**src/rtl/gp_regfile_pkg.sv**
```systemverilog
// Shared definitions for the VR16 general-purpose register file:
// clear-sweep FSM states and the default VR16 geometry.
package gp_regfile_pkg;

  typedef enum logic {
    IDLE  = 1'b0,
    CLEAR = 1'b1
  } state_e;

  localparam int VR16_WIDTH = 16;
  localparam int VR16_DEPTH = 4;

endpackage

```
**src/rtl/gp_regfile_if.sv**
```systemverilog
// Write/read/clear bus between the ALU result stage, the operand-select stage
// and gp_regfile. The master drives requests; the slave is the register file.
interface gp_regfile_if #(
  parameter int WIDTH = gp_regfile_pkg::VR16_WIDTH,
  parameter int DEPTH = gp_regfile_pkg::VR16_DEPTH
);
  localparam int ADDR_W = $clog2(DEPTH);

  logic              write_enable;
  logic [ADDR_W-1:0] write_addr;
  logic [WIDTH-1:0]  write_data;
  logic [ADDR_W-1:0] read_addr_a;
  logic [ADDR_W-1:0] read_addr_b;
  logic [WIDTH-1:0]  read_data_a;
  logic [WIDTH-1:0]  read_data_b;
  logic              clear_req;
  logic              busy;
  logic              write_accept;
  logic [DEPTH-1:0]  dirty;

  modport master (
    output write_enable, write_addr, write_data, read_addr_a, read_addr_b, clear_req,
    input  read_data_a, read_data_b, busy, write_accept, dirty
  );

  modport slave (
    input  write_enable, write_addr, write_data, read_addr_a, read_addr_b, clear_req,
    output read_data_a, read_data_b, busy, write_accept, dirty
  );

endinterface

```
**src/rtl/gp_regfile_read_port.sv**
```systemverilog
// One registered read port: forwards a same-cycle accepted write or an
// in-progress clear, masks register 0 when it is hard-wired to zero.
module gp_read_port #(
  parameter int WIDTH   = gp_regfile_pkg::VR16_WIDTH,
  parameter int DEPTH   = gp_regfile_pkg::VR16_DEPTH,
  parameter bit R0_ZERO = 1'b0,
  localparam int ADDR_W = $clog2(DEPTH)
) (
  input  logic              clk,
  input  logic              rst,
  input  logic [ADDR_W-1:0] i_rd_addr,
  input  logic [WIDTH-1:0]  i_rd_data,
  input  logic              i_wr_accept,
  input  logic [ADDR_W-1:0] i_wr_addr,
  input  logic [WIDTH-1:0]  i_wr_data,
  input  logic              i_clr_active,
  input  logic [ADDR_W-1:0] i_clr_addr,
  output logic [WIDTH-1:0]  o_rd_data
);

  logic             w_fwd_write;
  logic             w_fwd_clear;
  logic [WIDTH-1:0] w_rd_next;

  // NOTE: every signal gets its default first so no path through the block can infer a latch.
  always_comb begin
    w_fwd_write = i_wr_accept && (i_wr_addr == i_rd_addr);
    w_fwd_clear = i_clr_active && (i_clr_addr == i_rd_addr);
    w_rd_next   = i_rd_data;
    if (w_fwd_write) begin
      w_rd_next = i_wr_data;
    end else if (w_fwd_clear || (R0_ZERO && (i_rd_addr == '0))) begin
      w_rd_next = '0;
    end
  end

  // NOTE: flops are written with <= so every register samples pre-edge values.
  always_ff @(posedge clk or posedge rst) begin
    if (rst) begin
      o_rd_data <= '0;
    end else begin
      o_rd_data <= w_rd_next;
    end
  end

endmodule

```
**src/rtl/gp_regfile.sv**
```systemverilog
// Parametrised register file: one write port, two forwarding read ports,
// per-register dirty bits and a one-register-per-cycle hardware clear sweep.
module gp_regfile
  import gp_regfile_pkg::*;
#(
  parameter int WIDTH   = VR16_WIDTH,
  parameter int DEPTH   = VR16_DEPTH,
  parameter bit R0_ZERO = 1'b0,
  localparam int ADDR_W = $clog2(DEPTH)
) (
  input logic         clk,
  input logic         rst,
  gp_regfile_if.slave bus
);

  logic [WIDTH-1:0]  r_regs [DEPTH];
  logic [DEPTH-1:0]  r_dirty;
  state_e            r_state;
  state_e            w_state_nxt;
  logic [ADDR_W-1:0] r_ptr;
  logic [ADDR_W-1:0] w_ptr_nxt;
  logic              w_clearing;
  logic              w_accept;

  assign w_clearing = (r_state == CLEAR);
  assign w_accept   = bus.write_enable && !w_clearing
                    && !(R0_ZERO && (bus.write_addr == '0));

  assign bus.write_accept = w_accept;
  assign bus.busy         = w_clearing;
  assign bus.dirty        = r_dirty;

  always_comb begin
    w_state_nxt = r_state;
    w_ptr_nxt   = r_ptr;
    case (r_state)
      IDLE: begin
        if (bus.clear_req) begin
          w_state_nxt = CLEAR;
          w_ptr_nxt   = '0;
        end
      end
      CLEAR: begin
        if (r_ptr == ADDR_W'(DEPTH - 1)) begin
          w_state_nxt = IDLE;
          w_ptr_nxt   = '0;
        end else begin
          w_ptr_nxt = r_ptr + ADDR_W'(1);
        end
      end
    endcase
  end

  always_ff @(posedge clk or posedge rst) begin
    if (rst) begin
      r_state <= IDLE;
      r_ptr   <= '0;
    end else begin
      r_state <= w_state_nxt;
      r_ptr   <= w_ptr_nxt;
    end
  end

  // NOTE: the array is reset on purpose; its zero state is architecturally visible, so it stays in flops.
  always_ff @(posedge clk or posedge rst) begin
    if (rst) begin
      for (int i = 0; i < DEPTH; i++) r_regs[i] <= '0;
      r_dirty <= '0;
    end else if (w_clearing) begin
      r_regs[r_ptr]  <= '0;
      r_dirty[r_ptr] <= 1'b0;
    end else if (w_accept) begin
      r_regs[bus.write_addr]  <= bus.write_data;
      r_dirty[bus.write_addr] <= 1'b1;
    end
  end

  gp_read_port #(.WIDTH(WIDTH), .DEPTH(DEPTH), .R0_ZERO(R0_ZERO)) u_port_a (
    .clk          (clk),
    .rst          (rst),
    .i_rd_addr    (bus.read_addr_a),
    .i_rd_data    (r_regs[bus.read_addr_a]),
    .i_wr_accept  (w_accept),
    .i_wr_addr    (bus.write_addr),
    .i_wr_data    (bus.write_data),
    .i_clr_active (w_clearing),
    .i_clr_addr   (r_ptr),
    .o_rd_data    (bus.read_data_a)
  );

  gp_read_port #(.WIDTH(WIDTH), .DEPTH(DEPTH), .R0_ZERO(R0_ZERO)) u_port_b (
    .clk          (clk),
    .rst          (rst),
    .i_rd_addr    (bus.read_addr_b),
    .i_rd_data    (r_regs[bus.read_addr_b]),
    .i_wr_accept  (w_accept),
    .i_wr_addr    (bus.write_addr),
    .i_wr_data    (bus.write_data),
    .i_clr_active (w_clearing),
    .i_clr_addr   (r_ptr),
    .o_rd_data    (bus.read_data_b)
  );

endmodule

```
**src/flat_wrapper.sv**
```systemverilog
// flat-port wrapper written by rule: the top's interface ports become plain ports
module gp_regfile_flat import gp_regfile_pkg::*;
#(
  parameter int WIDTH   = VR16_WIDTH,
  parameter int DEPTH   = VR16_DEPTH,
  parameter bit R0_ZERO = 1'b0,
  localparam int ADDR_W = $clog2(DEPTH)
)
  (clk, rst, bus_write_enable, bus_write_addr, bus_write_data, bus_read_addr_a, bus_read_addr_b, bus_clear_req, bus_read_data_a, bus_read_data_b, bus_busy, bus_write_accept, bus_dirty);
  gp_regfile_if #(.WIDTH(WIDTH), .DEPTH(DEPTH)) bus_i ();
  input logic clk;
  input logic rst;
  input wire logic [$bits(bus_i.write_enable)-1:0] bus_write_enable;
  input wire logic [$bits(bus_i.write_addr)-1:0] bus_write_addr;
  input wire logic [$bits(bus_i.write_data)-1:0] bus_write_data;
  input wire logic [$bits(bus_i.read_addr_a)-1:0] bus_read_addr_a;
  input wire logic [$bits(bus_i.read_addr_b)-1:0] bus_read_addr_b;
  input wire logic [$bits(bus_i.clear_req)-1:0] bus_clear_req;
  output wire logic [$bits(bus_i.read_data_a)-1:0] bus_read_data_a;
  output wire logic [$bits(bus_i.read_data_b)-1:0] bus_read_data_b;
  output wire logic [$bits(bus_i.busy)-1:0] bus_busy;
  output wire logic [$bits(bus_i.write_accept)-1:0] bus_write_accept;
  output wire logic [$bits(bus_i.dirty)-1:0] bus_dirty;
  assign bus_i.write_enable = bus_write_enable;
  assign bus_i.write_addr = bus_write_addr;
  assign bus_i.write_data = bus_write_data;
  assign bus_i.read_addr_a = bus_read_addr_a;
  assign bus_i.read_addr_b = bus_read_addr_b;
  assign bus_i.clear_req = bus_clear_req;
  assign bus_read_data_a = bus_i.read_data_a;
  assign bus_read_data_b = bus_i.read_data_b;
  assign bus_busy = bus_i.busy;
  assign bus_write_accept = bus_i.write_accept;
  assign bus_dirty = bus_i.dirty;
  gp_regfile #(.WIDTH(WIDTH), .DEPTH(DEPTH), .R0_ZERO(R0_ZERO)) u_core (.clk(clk), .rst(rst), .bus(bus_i));
endmodule
```
**config.mk**
```make
export PLATFORM = sky130hd
export DESIGN_NAME = gp_regfile_flat
export DESIGN_NICKNAME = d
export VERILOG_FILES = /design/src/rtl/gp_regfile_pkg.sv /design/src/rtl/gp_regfile_if.sv /design/src/rtl/gp_regfile_read_port.sv /design/src/rtl/gp_regfile.sv /design/src/flat_wrapper.sv
export SDC_FILE = /design/constraint.sdc
export NUM_CORES = 1
export LEC_CHECK = 0
export ABC_AREA = 1
export BUFFER_PORTS_ARGS = -buffer_cell sky130_fd_sc_hd__buf_2
export CORE_UTILIZATION = 50
export DETAILED_ROUTE_END_ITERATION = 8
export GPL_ROUTABILITY_DRIVEN = 0
export PLACE_DENSITY = 0.7
export SLEW_MARGIN = 20
export SYNTH_ARGS = -nofsm -noshare
export SYNTH_HDL_FRONTEND = slang
export SYNTH_SLANG_ARGS = --single-unit
```
**constraint.sdc**
```tcl
create_clock -name clk -period 8 [get_ports clk]
set_input_delay 0 -clock clk [delete_from_list [all_inputs] [get_ports clk]]
set_output_delay 0 -clock clk [all_outputs]
set_load 0.05 [all_outputs]
```
# [Word-level counts from Yosys, hierarchy flattened]
# Cells that the tools add are included.
[op_classes] eq_ne=6 reduce_logical=11 n_lt_le_gt_ge=10 n_bitwise=10 add_sub_neg=1 n_mux=29
[op_table] operator="2-to-1 mux 16 bit" n=10
[op_table] operator="2-to-1 mux 64 bit" n=2
[op_table] operator="AND 64 bit" n=1
[op_table] operator="binary-select mux 16 bit (select 2 bit)" n=2
[op_table] operator="bitwise mux 64 bit" n=1
[op_table] operator="demux 16 bit (select 2 bit)" n=2
[op_table] operator="inverter 64 bit" n=1
[op_table] operator="greater-or-equal comparator 3 bit (second input constant)" n=4
[op_table] operator="inverter 2 -> 3 bit" n=4
[op_table] operator="logical AND 1 bit" n=9
[op_table] operator="== test 2 bit" n=4
[op_table] operator="2-to-1 mux 4 bit" n=2
[op_table] operator="< comparator 2 x 3 -> 1 bit (second input constant)" n=2
[op_table] operator="< comparator 3 x 1 -> 1 bit (second input constant)" n=2
[op_table] operator="AND 4 bit" n=1
[op_table] operator="demux 1 bit (select 2 bit)" n=2
[op_table] operator="greater-or-equal comparator 2 x 1 -> 1 bit (second input constant)" n=2
[op_table] operator="2-to-1 mux 1 bit" n=4
[op_table] operator="2-to-1 mux 2 bit" n=2
[op_table] operator="inverter 4 bit" n=1
[op_table] operator="OR 4 bit" n=1
[op_table] operator="one-hot mux 2 bit (2 select lines)" n=1
[op_table] operator="adder 2 x 1 -> 2 bit (second input constant)" n=1
[op_table] operator="== test 2 bit (second input constant)" n=1
[op_table] operator="other kinds (5)" n=5
[word_totals] in_bits=26 out_inout_bits=38 reg_bits=103

# [Longest topological paths before layout]
# Gate-level depths: netlist (run 1).
[logic_depth] depth_word=8 depth_mapped=9

# [Cells and area by module]
# Synthesis (run 1) repeated with hierarchy kept, for this count alone.
[hier_totals] hier_cells=772 hier_area_um2=5585.4
[modules_own_cells] mod="gp_regfile" n_inst=1 cells_each=600 seq_area_each_um2=1776.7 area_each_um2=4086.4
[modules_own_cells] mod="gp_read_port" n_inst=2 cells_each=86 seq_area_each_um2=400.4 area_each_um2=749.5

# [Worst setup path after synthesis (run 1)]
# No wires, ideal clock.
[synth_timing] kind="flip-flop to flip-flop" start="reg u_core.r_state (netlist: u_core.bus.busy)" end="reg u_core.r_regs[0] in the netlist's numbering" t_arrival_ns=1.720 path_stages_with_launch=7 n_path_buf=2 path_slack_ns=6.155 period_less_slack_ns=1.845 cell_sequence="dfrtp_1 -> buf_6 -> nor2_4 -> nand3_2 -> nand2_2 -> buf_6 -> o22ai_1"
[synth_between] elab_chain_cells=3 word_cells_on_any_way=4
[synth_rtl] element="start: declaration" line_no="gp_regfile.sv:18" source="state_e r_state;"
[synth_rtl] element="start signal: assignment" line_no="gp_regfile.sv:59" source="r_state <= w_state_nxt;"
[synth_rtl] element="logical NOT 1 bit" line_no="gp_regfile.sv:26" source="assign w_accept = bus.write_enable && !w_clearing"
[synth_rtl] element="logical AND 1 bit" line_no="gp_regfile.sv:26"
[synth_rtl] element="via bus_write_accept" line_no="flat_wrapper.sv:22" source="output wire logic [$bits(bus_i.write_accept)-1:0] bus_write_accept;"
[synth_rtl] element="nonzero test 2 bit (no source line)"
[synth_rtl] element="end signal: indexed assignment" line_no="gp_regfile.sv:73" source="r_regs[bus.write_addr] <= bus.write_data;"
[synth_rtl] element="end: declaration" line_no="gp_regfile.sv:16" source="logic [WIDTH-1:0] r_regs [DEPTH];"
# The timed path passes the listed nets, and every way through them passes these cells.
# A chain may end at the register's enable or synchronous reset.

# [Final worst setup path (run 1)]
[layout_timing] start="reg u_core.r_state (netlist: u_core.bus.busy)" end="reg u_core.r_regs[36] in the netlist's numbering"
[layout_between] elab_chain_cells=3 word_cells_on_any_way=4
[layout_rtl] element="logical NOT 1 bit" line_no="gp_regfile.sv:26"
[layout_rtl] element="logical AND 1 bit" line_no="gp_regfile.sv:26"
[layout_rtl] element="nonzero test 2 bit (no source line)"
# Several ways; a longest one is shown, not always the timed one.

==> qor.csv, run 1 <==
stage;metric;value;unit
status;status;finished, final reports clean;
logic_synthesis;synth_most_common_cell;nand2_1;
power;leakagePower;3.38;nW
clock_tree;cts_tree;built;
grt;grt_pass1_vias;4919;
sta;fin_crit;2.12;ns
clock_tree;cts.path.max_buffers;2;
hold_path;hold_depth;5;
sta;final-hold-violation-count;0;
logic_synthesis;synthTopCellsByArea;dfrtp_1, nand2_1, nand3_1;
finish;drive_gt1_share;14.3;%
logic_synthesis;syn_nets;707;
worst_setup_path;worst-setup-path-type;register to register;
route;drt_wl_total;16100;µm
finish;diodes;0;
logic_synthesis;netlist_top_cells_count;nand2_1, dfrtp_1, nand3_1, inv_1, o22ai_1;
grt;track_usage;29.7;%
sta;tightest_slew;0.900;ns
sta;whs;0.145;ns
power;powerDensity;330;nW/µm²
place;post_dp_cell_area;5620;µm²
route;wl_per_cell;18.5;µm
finish;finish.utilization;57.9;%
clock_tree;cts_buffers;9;
worst_setup_path;critPathCaptureType;register;
logic_synthesis;synth_edf_count;0;
clock_tree;cts_resized;0;
route;drt_iter0_drc;447;
floorplan;fp.dieW;106;µm
logic_synthesis;ys.flop_type;dfrtp_1;
route;vias;5118;
route;ant_nets;0;
power;max-vdd-ir-drop;0.247;mV
worst_setup_path;cp_data_arrival_time;2.33;ns
logic_synthesis;synth_top_area_share;48.1;%
floorplan;die_area;11100;µm²
sta;final.period_utilization;26.4;%
hold_path;holdCritPathClass;input port to register;
place;portBuffers;63;
worst_setup_path;rrSetupSlack;5.88;ns
place;dpl.hpwl;10200;µm
logic_synthesis;synth_area_per_cell;7.92;µm²
sta;rsz0062_at_grt;false;
logic_synthesis;synth_top_cell_by_area;dfrtp_1;
logic_synthesis;synthCells;677;
grt;grt_remaining_overflow;0;
worst_setup_path;worst-path-max-fanout;18;
job;cap_violations;0;
hold_path;hold_path_end;u_core.u_port_a.o_rd_data[9];
place;dpl_worst_slack;5.82;ns
clock_tree;path_clk_slew;0.11;ns
sta;setup_slack;5.88;ns
grt;antenna_found_initial;0;
floorplan;start_util;51.7;%
logic_synthesis;ys_seq_elements;103;
sta;skew;0.0153;ns
sta;setup_viol_count_final;0;
logic_synthesis;synth.distinct_cells;23;
hold_path;hold_path.startpoint;bus_write_enable;
logic_synthesis;async_reset_ff_share;100;%
clock_tree;insertion_delay;0.36;ns
route;first_pass_iters;7;
floorplan;core_area;10400;µm²
finish;area_delta_synth_final;12.1;%
logic_synthesis;seq_area_frac_synth;48.1;%
clock_tree;clockRootBuffer;clkbuf_8;
finish;postLayoutCellArea;6010;µm²
sta;fmax;473;MHz
floorplan;rows;37;
floorplan;die_h;106;µm
clock_tree;htreeDepth;3;
worst_setup_path;r2r_start;u_core.bus.busy;
worst_setup_path;required;8.21;ns
logic_synthesis;netlist_area;5360;µm²
sta;maxSlewViolCount;0;
route;viasPerCell;5.88;
finish;nets;760;
worst_setup_path;rr_endpoint;u_core.r_regs[36];
sta;slew_headroom;40.0;%
sta;tns;0;ns
grt;grt_first_pass_wirelength;25300;µm
floorplan;ios;64;
clock_tree;cts_setup_buffers;0;
route;drc;0;
grt;grt_max_degree;71;
logic_synthesis;ys_warn_count;0;
worst_setup_path;start_kind;register;
clock_tree;cts_sinks;103;
worst_setup_path;reg2regPathDepth;4;
worst max-delay path: stages, from the launching register on:
cell and delay (ns):
dfrtp_1 0.52, nor2_4 0.22, nand3_2 0.47, nand2_2 0.60
o22ai_1 0.14
power breakdown:
part           internal [mW]  switching (mW)  total (mW)
combinational          0.218           0.653       0.871
clock                  0.176           0.182       0.358
sequential             0.680          0.0729       0.753
repair_timing:
| action | CTS | global route |
|---|---|---|
| hold buffers | 18 | 0 |
| setup endpoints to repair | 0 | 0 |
| hold endpoints to repair | 94 | 0 |
worst max path at each step:
stage,startpoint,to,cells after the start
2_1_floorplan,rst,u_core.bus.busy,1
3_3_place_gp,bus_read_addr_a[0],u_core.u_port_a.o_rd_data[1],6
3_5_place_dp,bus_read_addr_a[0],u_core.u_port_a.o_rd_data[1],6
4_1_cts,u_core.bus.busy,u_core.r_regs[36],4
5_1_grt,u_core.bus.busy,u_core.r_regs[36],4
6_report,u_core.bus.busy,u_core.r_regs[36],4
placed cells by master (no fill, tap or decap):
cell | netlist | final
inv_2 | 5 | 5
nor2_4 | 1 | 1
nand3_1 | 97 | 97
nor2_2 | 2 | 2
nand3_4 | 2 | 2
dlygate4sd3_1 | 0 | 18
nand2_2 | 8 | 8
buf_2 | 24 | 63
inv_1 | 88 | 87
bufinv_16 | 0 | 2
clkinvlp_4 | 0 | 1
nand3_2 | 5 | 5
clkinv_2 | 0 | 1
a22o_1 | 1 | 1
nand2_1 | 217 | 217
nor2_1 | 1 | 1
o31ai_1 | 1 | 1
o22ai_1 | 64 | 64
nand4_1 | 32 | 32
nand2_4 | 1 | 1
clkbuf_8 | 0 | 9
clkbuf_1 | 8 | 1
a21oi_1 | 3 | 3
buf_4 | 1 | 1
dfrtp_1 | 103 | 103
ha_1 | 4 | 4
inv_6 | 0 | 1
nor2_8 | 2 | 2
inv_4 | 0 | 1
sequential cells by signal, indices dropped and copies added, names as in the netlist:
name and count:
u_core.bus.dirty 4, u_core.r_regs 64, u_core.r_ptr 2, u_core.u_port_b.o_rd_data 16, u_core.u_port_a.o_rd_data 16, u_core.bus.busy 1
logic make-up (layout without fill, tap and decap cells):
family	after synthesis	after routing	share of synthesized area (%)
simple gates	368	368	32.0
fa+ha+maj	4	4	0.934
compound gates	69	69	8.06
buf+inv	133	190	10.9
flops	103	103	48.1
stage by stage:
| step | instances | total power [mW] |
|---|---|---|
| floorplan | 677 | 1.41 |
| global placement | 837 | 1.59 |
| detailed placement | 837 | 1.62 |
| CTS | 870 | 1.97 |
| global route | 870 | 2.09 |
| finish | 870 | 1.98 |
cell type report:
cell class | instances | area, µm²
Inverter | 93 | 352
Sequential cell | 103 | 2580
Clock buffer | 10 | 128
Timing Repair Buffer | 82 | 503
Clock inverter | 5 | 81.3
Tap cell | 136 | 170
Multi-Input combinational cell | 441 | 2200
Fill cell | 931 | 4360
layer usage:
layer | global-route usage [%] | wire, µm
met3 | 4.02 | 1210
met5 | 0 | 0
met2 | 47.8 | 7760
met4 | 12.8 | 388
met1 | 40.3 | 6770
(Power assumes the default switching activity.)
==> run 2: changes to the inputs <==
--- a/config.mk
+++ b/config.mk
@@ -5,12 +5,12 @@
 export SDC_FILE = /design/constraint.sdc
 export NUM_CORES = 1
 export LEC_CHECK = 0
-export ABC_AREA = 1
+export ABC_AREA = 0
 export BUFFER_PORTS_ARGS = -buffer_cell sky130_fd_sc_hd__buf_2
 export CORE_UTILIZATION = 50
 export DETAILED_ROUTE_END_ITERATION = 8
 export GPL_ROUTABILITY_DRIVEN = 0
-export PLACE_DENSITY = 0.7
+export PLACE_DENSITY = 0.73
 export SLEW_MARGIN = 20
 export SYNTH_ARGS = -nofsm -noshare
 export SYNTH_HDL_FRONTEND = slang
==> constraint.sdc (replaced) <==
create_clock -name clk -period 1.8 [get_ports clk]
set_input_delay 0 -clock clk [delete_from_list [all_inputs] [get_ports clk]]
set_output_delay 0 -clock clk [all_outputs]
set_load 0.05 [all_outputs]
==> run 2 against run 1 <==
Compared with the run above: final cell count fell by 36%; largest cell class unchanged; sequential power rose to 5.1 times the previous value; sequential cell count did not move.
==> qor.csv, run 2 <==
stage;metric;value;unit;change
place;dpl.hpwl;7770;µm;-24%
logic_synthesis;netlist_top_cells_count;dfrtp_1, a22o_1, o31a_1, mux2_2;;
logic_synthesis;netlist_area;5200;µm²;-3.0%
route;m1WireLength;5320;µm;-21%
floorplan;die_h;104;µm;-1.5%
finish;drive_gt1_share;38.6;%;+24 points
power;max-vdd-ir-drop;1.06;mV;+330%
logic_synthesis;seq_area_frac_synth;49.6;%;+1.5 points
logic_synthesis;synth_mux_area_share;22.2;%;+22 points
clock_tree;htreeDepth;3;;unchanged
grt;grt_remaining_overflow;0;;unchanged
finish;nets;453;;-40%
worst_setup_path;cp_data_arrival_time;2.02;ns;-0.31 ns
logic_synthesis;synth_edf_count;0;;unchanged
grt;grt_pass1_vias;3609;;-27%
clock_tree;insertion_delay;0.38;ns;+0.02 ns
route;routed-wl-met2;6020;µm;-22%
status;status;finished, final reports clean;;
sta;slew_headroom;45.9;%;+5.9 points
logic_synthesis;synth.distinct_cells;36;;+57%
route;wl_met3;838;µm;-31%
route;drc;0;;unchanged
hold_path;holdCritPathClass;input port to async pin;;
logic_synthesis;async_reset_ff_share;100;%;unchanged
route;vias;3536;;-31%
finish;regMostFlops;u_core.r_regs;;
power;powerDensity;1690;nW/µm²;+410%
sta;fin_crit;1.71;ns;-0.408 ns
sta;fmax;586;MHz;+24%
logic_synthesis;synth_most_common_cell;dfrtp_1;;
logic_synthesis;synth_top_area_share;49.6;%;+1.5 points
power;p_total;10.3;mW;+420%
logic_synthesis;ys_warn_count;0;;unchanged
grt;antenna_found_initial;0;;unchanged
finish;reg.largest.list;u_core.r_regs (64), u_core.u_port_a.o_rd_data (16), u_core.u_port_b.o_rd_data (16);;
job;cap_violations;0;;unchanged
sta;final-hold-violation-count;0;;unchanged
floorplan;rows;36;;-2.7%
clock_tree;clockRootBuffer;clkbuf_8;;
finish;nFillCells;787;;-15%
finish;finish.utilization;61.7;%;+3.8 points
floorplan;core_area;9910;µm²;-4.4%
logic_synthesis;synth_top_family_by_area;multiplexers;;
logic_synthesis;ys_seq_elements;103;;unchanged
floorplan;ios;64;;unchanged
clock_tree;path_clk_slew;0.10;ns;about the same
route;viasPerCell;6.30;;+7.1%
grt;grt_first_pass_wirelength;20100;µm;-20%
logic_synthesis;synth_compound_area_share;18.0;%;+9.9 points
place;post_dp_cell_area;5710;µm²;+1.7%
worst_setup_path;required;2.12;ns;-6.09 ns
finish;postLayoutCellArea;6110;µm²;+1.8%
logic_synthesis;synthCells;336;;-50%
clock_tree;cts_tree;built;;
logic_synthesis;synth_area_per_cell;15.5;µm²;+95%
sta;tns;0;ns;unchanged
route;drt_wl_total;12400;µm;-23%
logic_synthesis;ys.flop_type;dfrtp_1;;
power;leakagePower;3.01;nW;-11%
clock_tree;cts.path.max_buffers;2;;unchanged
sta;skew;0.0134;ns;-0.00196 ns
finish;largest_reg_flops;64;;unchanged
route;top_layer_used;met4;;
route;ant_nets;0;;unchanged
logic_synthesis;synthTopCellsByArea;dfrtp_1, a22o_1, mux4_1;;
sta;rsz0062_at_grt;false;;
logic_synthesis;synth-adder-area-share;0.963;%;+0.029 points
sta;setup_viol_count_final;0;;unchanged
sta;setup_slack;0.0927;ns;-5.79 ns
sta;maxSlewViolCount;0;;unchanged
place;portBuffers;63;;unchanged
floorplan;start_util;52.4;%;+0.77 points
finish;final_cell_mix;dfrtp_1, a22o_1, buf_2;;
logic_synthesis;synth_top_cell_by_area;dfrtp_1;;
grt;track_usage;24.2;%;-5.5 points
finish;diodes;0;;unchanged
logic_synthesis;synthSimpleGateAreaFrac;2.17;%;-30 points
logic_synthesis;syn_nets;366;;-48%
floorplan;die_area;10800;µm²;-3.0%
finish;layout_commonest_cell;dfrtp_1;;
sta;tightest_slew;0.809;ns;-0.0909 ns
worst_setup_path;critPathCaptureType;register;;
logic_synthesis;synthXorXnorAreaFrac;1.64;%;+1.6 points
sta;final.period_utilization;94.8;%;+68 points
clock_tree;cts_buffers;9;;unchanged
worst_setup_path;worst-path-max-fanout;10;;-8
worst_setup_path;worst-setup-path-type;register to register;;
route;drt_iter0_drc;275;;-38%
finish;area_delta_synth_final;17.6;%;
grt;grt_max_degree;63;;-11%
floorplan;fp.dieW;104;µm;-1.5%
worst_setup_path;start_kind;register;;
route;wl_per_cell;22.1;µm;+19%
place;dpl_worst_slack;0.0846;ns;-5.74 ns
clock_tree;cts_sinks;103;;unchanged
route;first_pass_iters;5;;-2
==> run 2: worst paths after layout <==
kind,from,end,slack [ns],cells past startpoint
max,u_core.r_ptr[1],u_core.u_port_b.o_rd_data[9],0.09,4
min,rst,u_core.bus.busy,0.24,4
max reg2reg,u_core.r_ptr[1],u_core.u_port_b.o_rd_data[9],0.09,4
min reg2reg,u_core.bus.dirty[0],u_core.bus.dirty[0],0.49,1
max in group asynchronous,rst,u_core.u_port_b.o_rd_data[6],1.24,4
min in group clk,bus_write_enable,u_core.bus.dirty[0],0.28,4
==> run 2: power breakdown <==
group	switching, mW	total (mW)	internal (mW)
registers	0.610	3.85	3.24
clock network	0.856	1.56	0.702
logic	2.94	4.91	1.96
total	4.41	10.3	5.90
==> run 2: cells by family (layout without fill, tap and decap cells) <==
group,count (synthesis),count (layout)
buf+inv,36,128
mux,64,64
flops,103,103
xor+xnor,8,8
fa+ha+maj,4,4
compound gates,107,107
simple gates,14,14
==> run 2: layer usage <==
metal	up-vias	track usage, %
met1	1838	33.7
met2	153	39.0
met4	0	8.37
li1	1524	-
met3	21	3.70
met5	-	0
==> run 2: worst max-delay path, cell delays in order, from the launching register on <==
cell,delay (ns)
dfrtp_1,0.47
xor2_1,0.69
buf_12,0.22
o31a_1,0.12
mux2_2,0.14
==> run 2: layout make-up <==
class	instances	area (µm²)	share of cell area, %
Sequential cell	103	2580	42.2
Timing Repair Buffer	108	761	12.4
Tap cell	133	166	2.72
Clock inverter	6	73.8	1.21
Multi-Input combinational cell	197	2380	38.9
Inverter	4	18.8	0.307
Clock buffer	10	138	2.25
==> run 2: what timing repair did <==
action	CTS	global route
setup endpoints to repair	0	1
hold buffers	18	0
buffers inserted	0	0
resized for setup	0	1
hold endpoints to repair	202	0
==> run 2: per-stage QoR <==
step           instances  hold WS (ns)
6_report             561         0.237
3_5_place_dp         527         0.111
3_3_place_gp         527         0.104
4_1_cts              561         0.252
2_1_floorplan        336        0.0863
5_1_grt              561         0.250
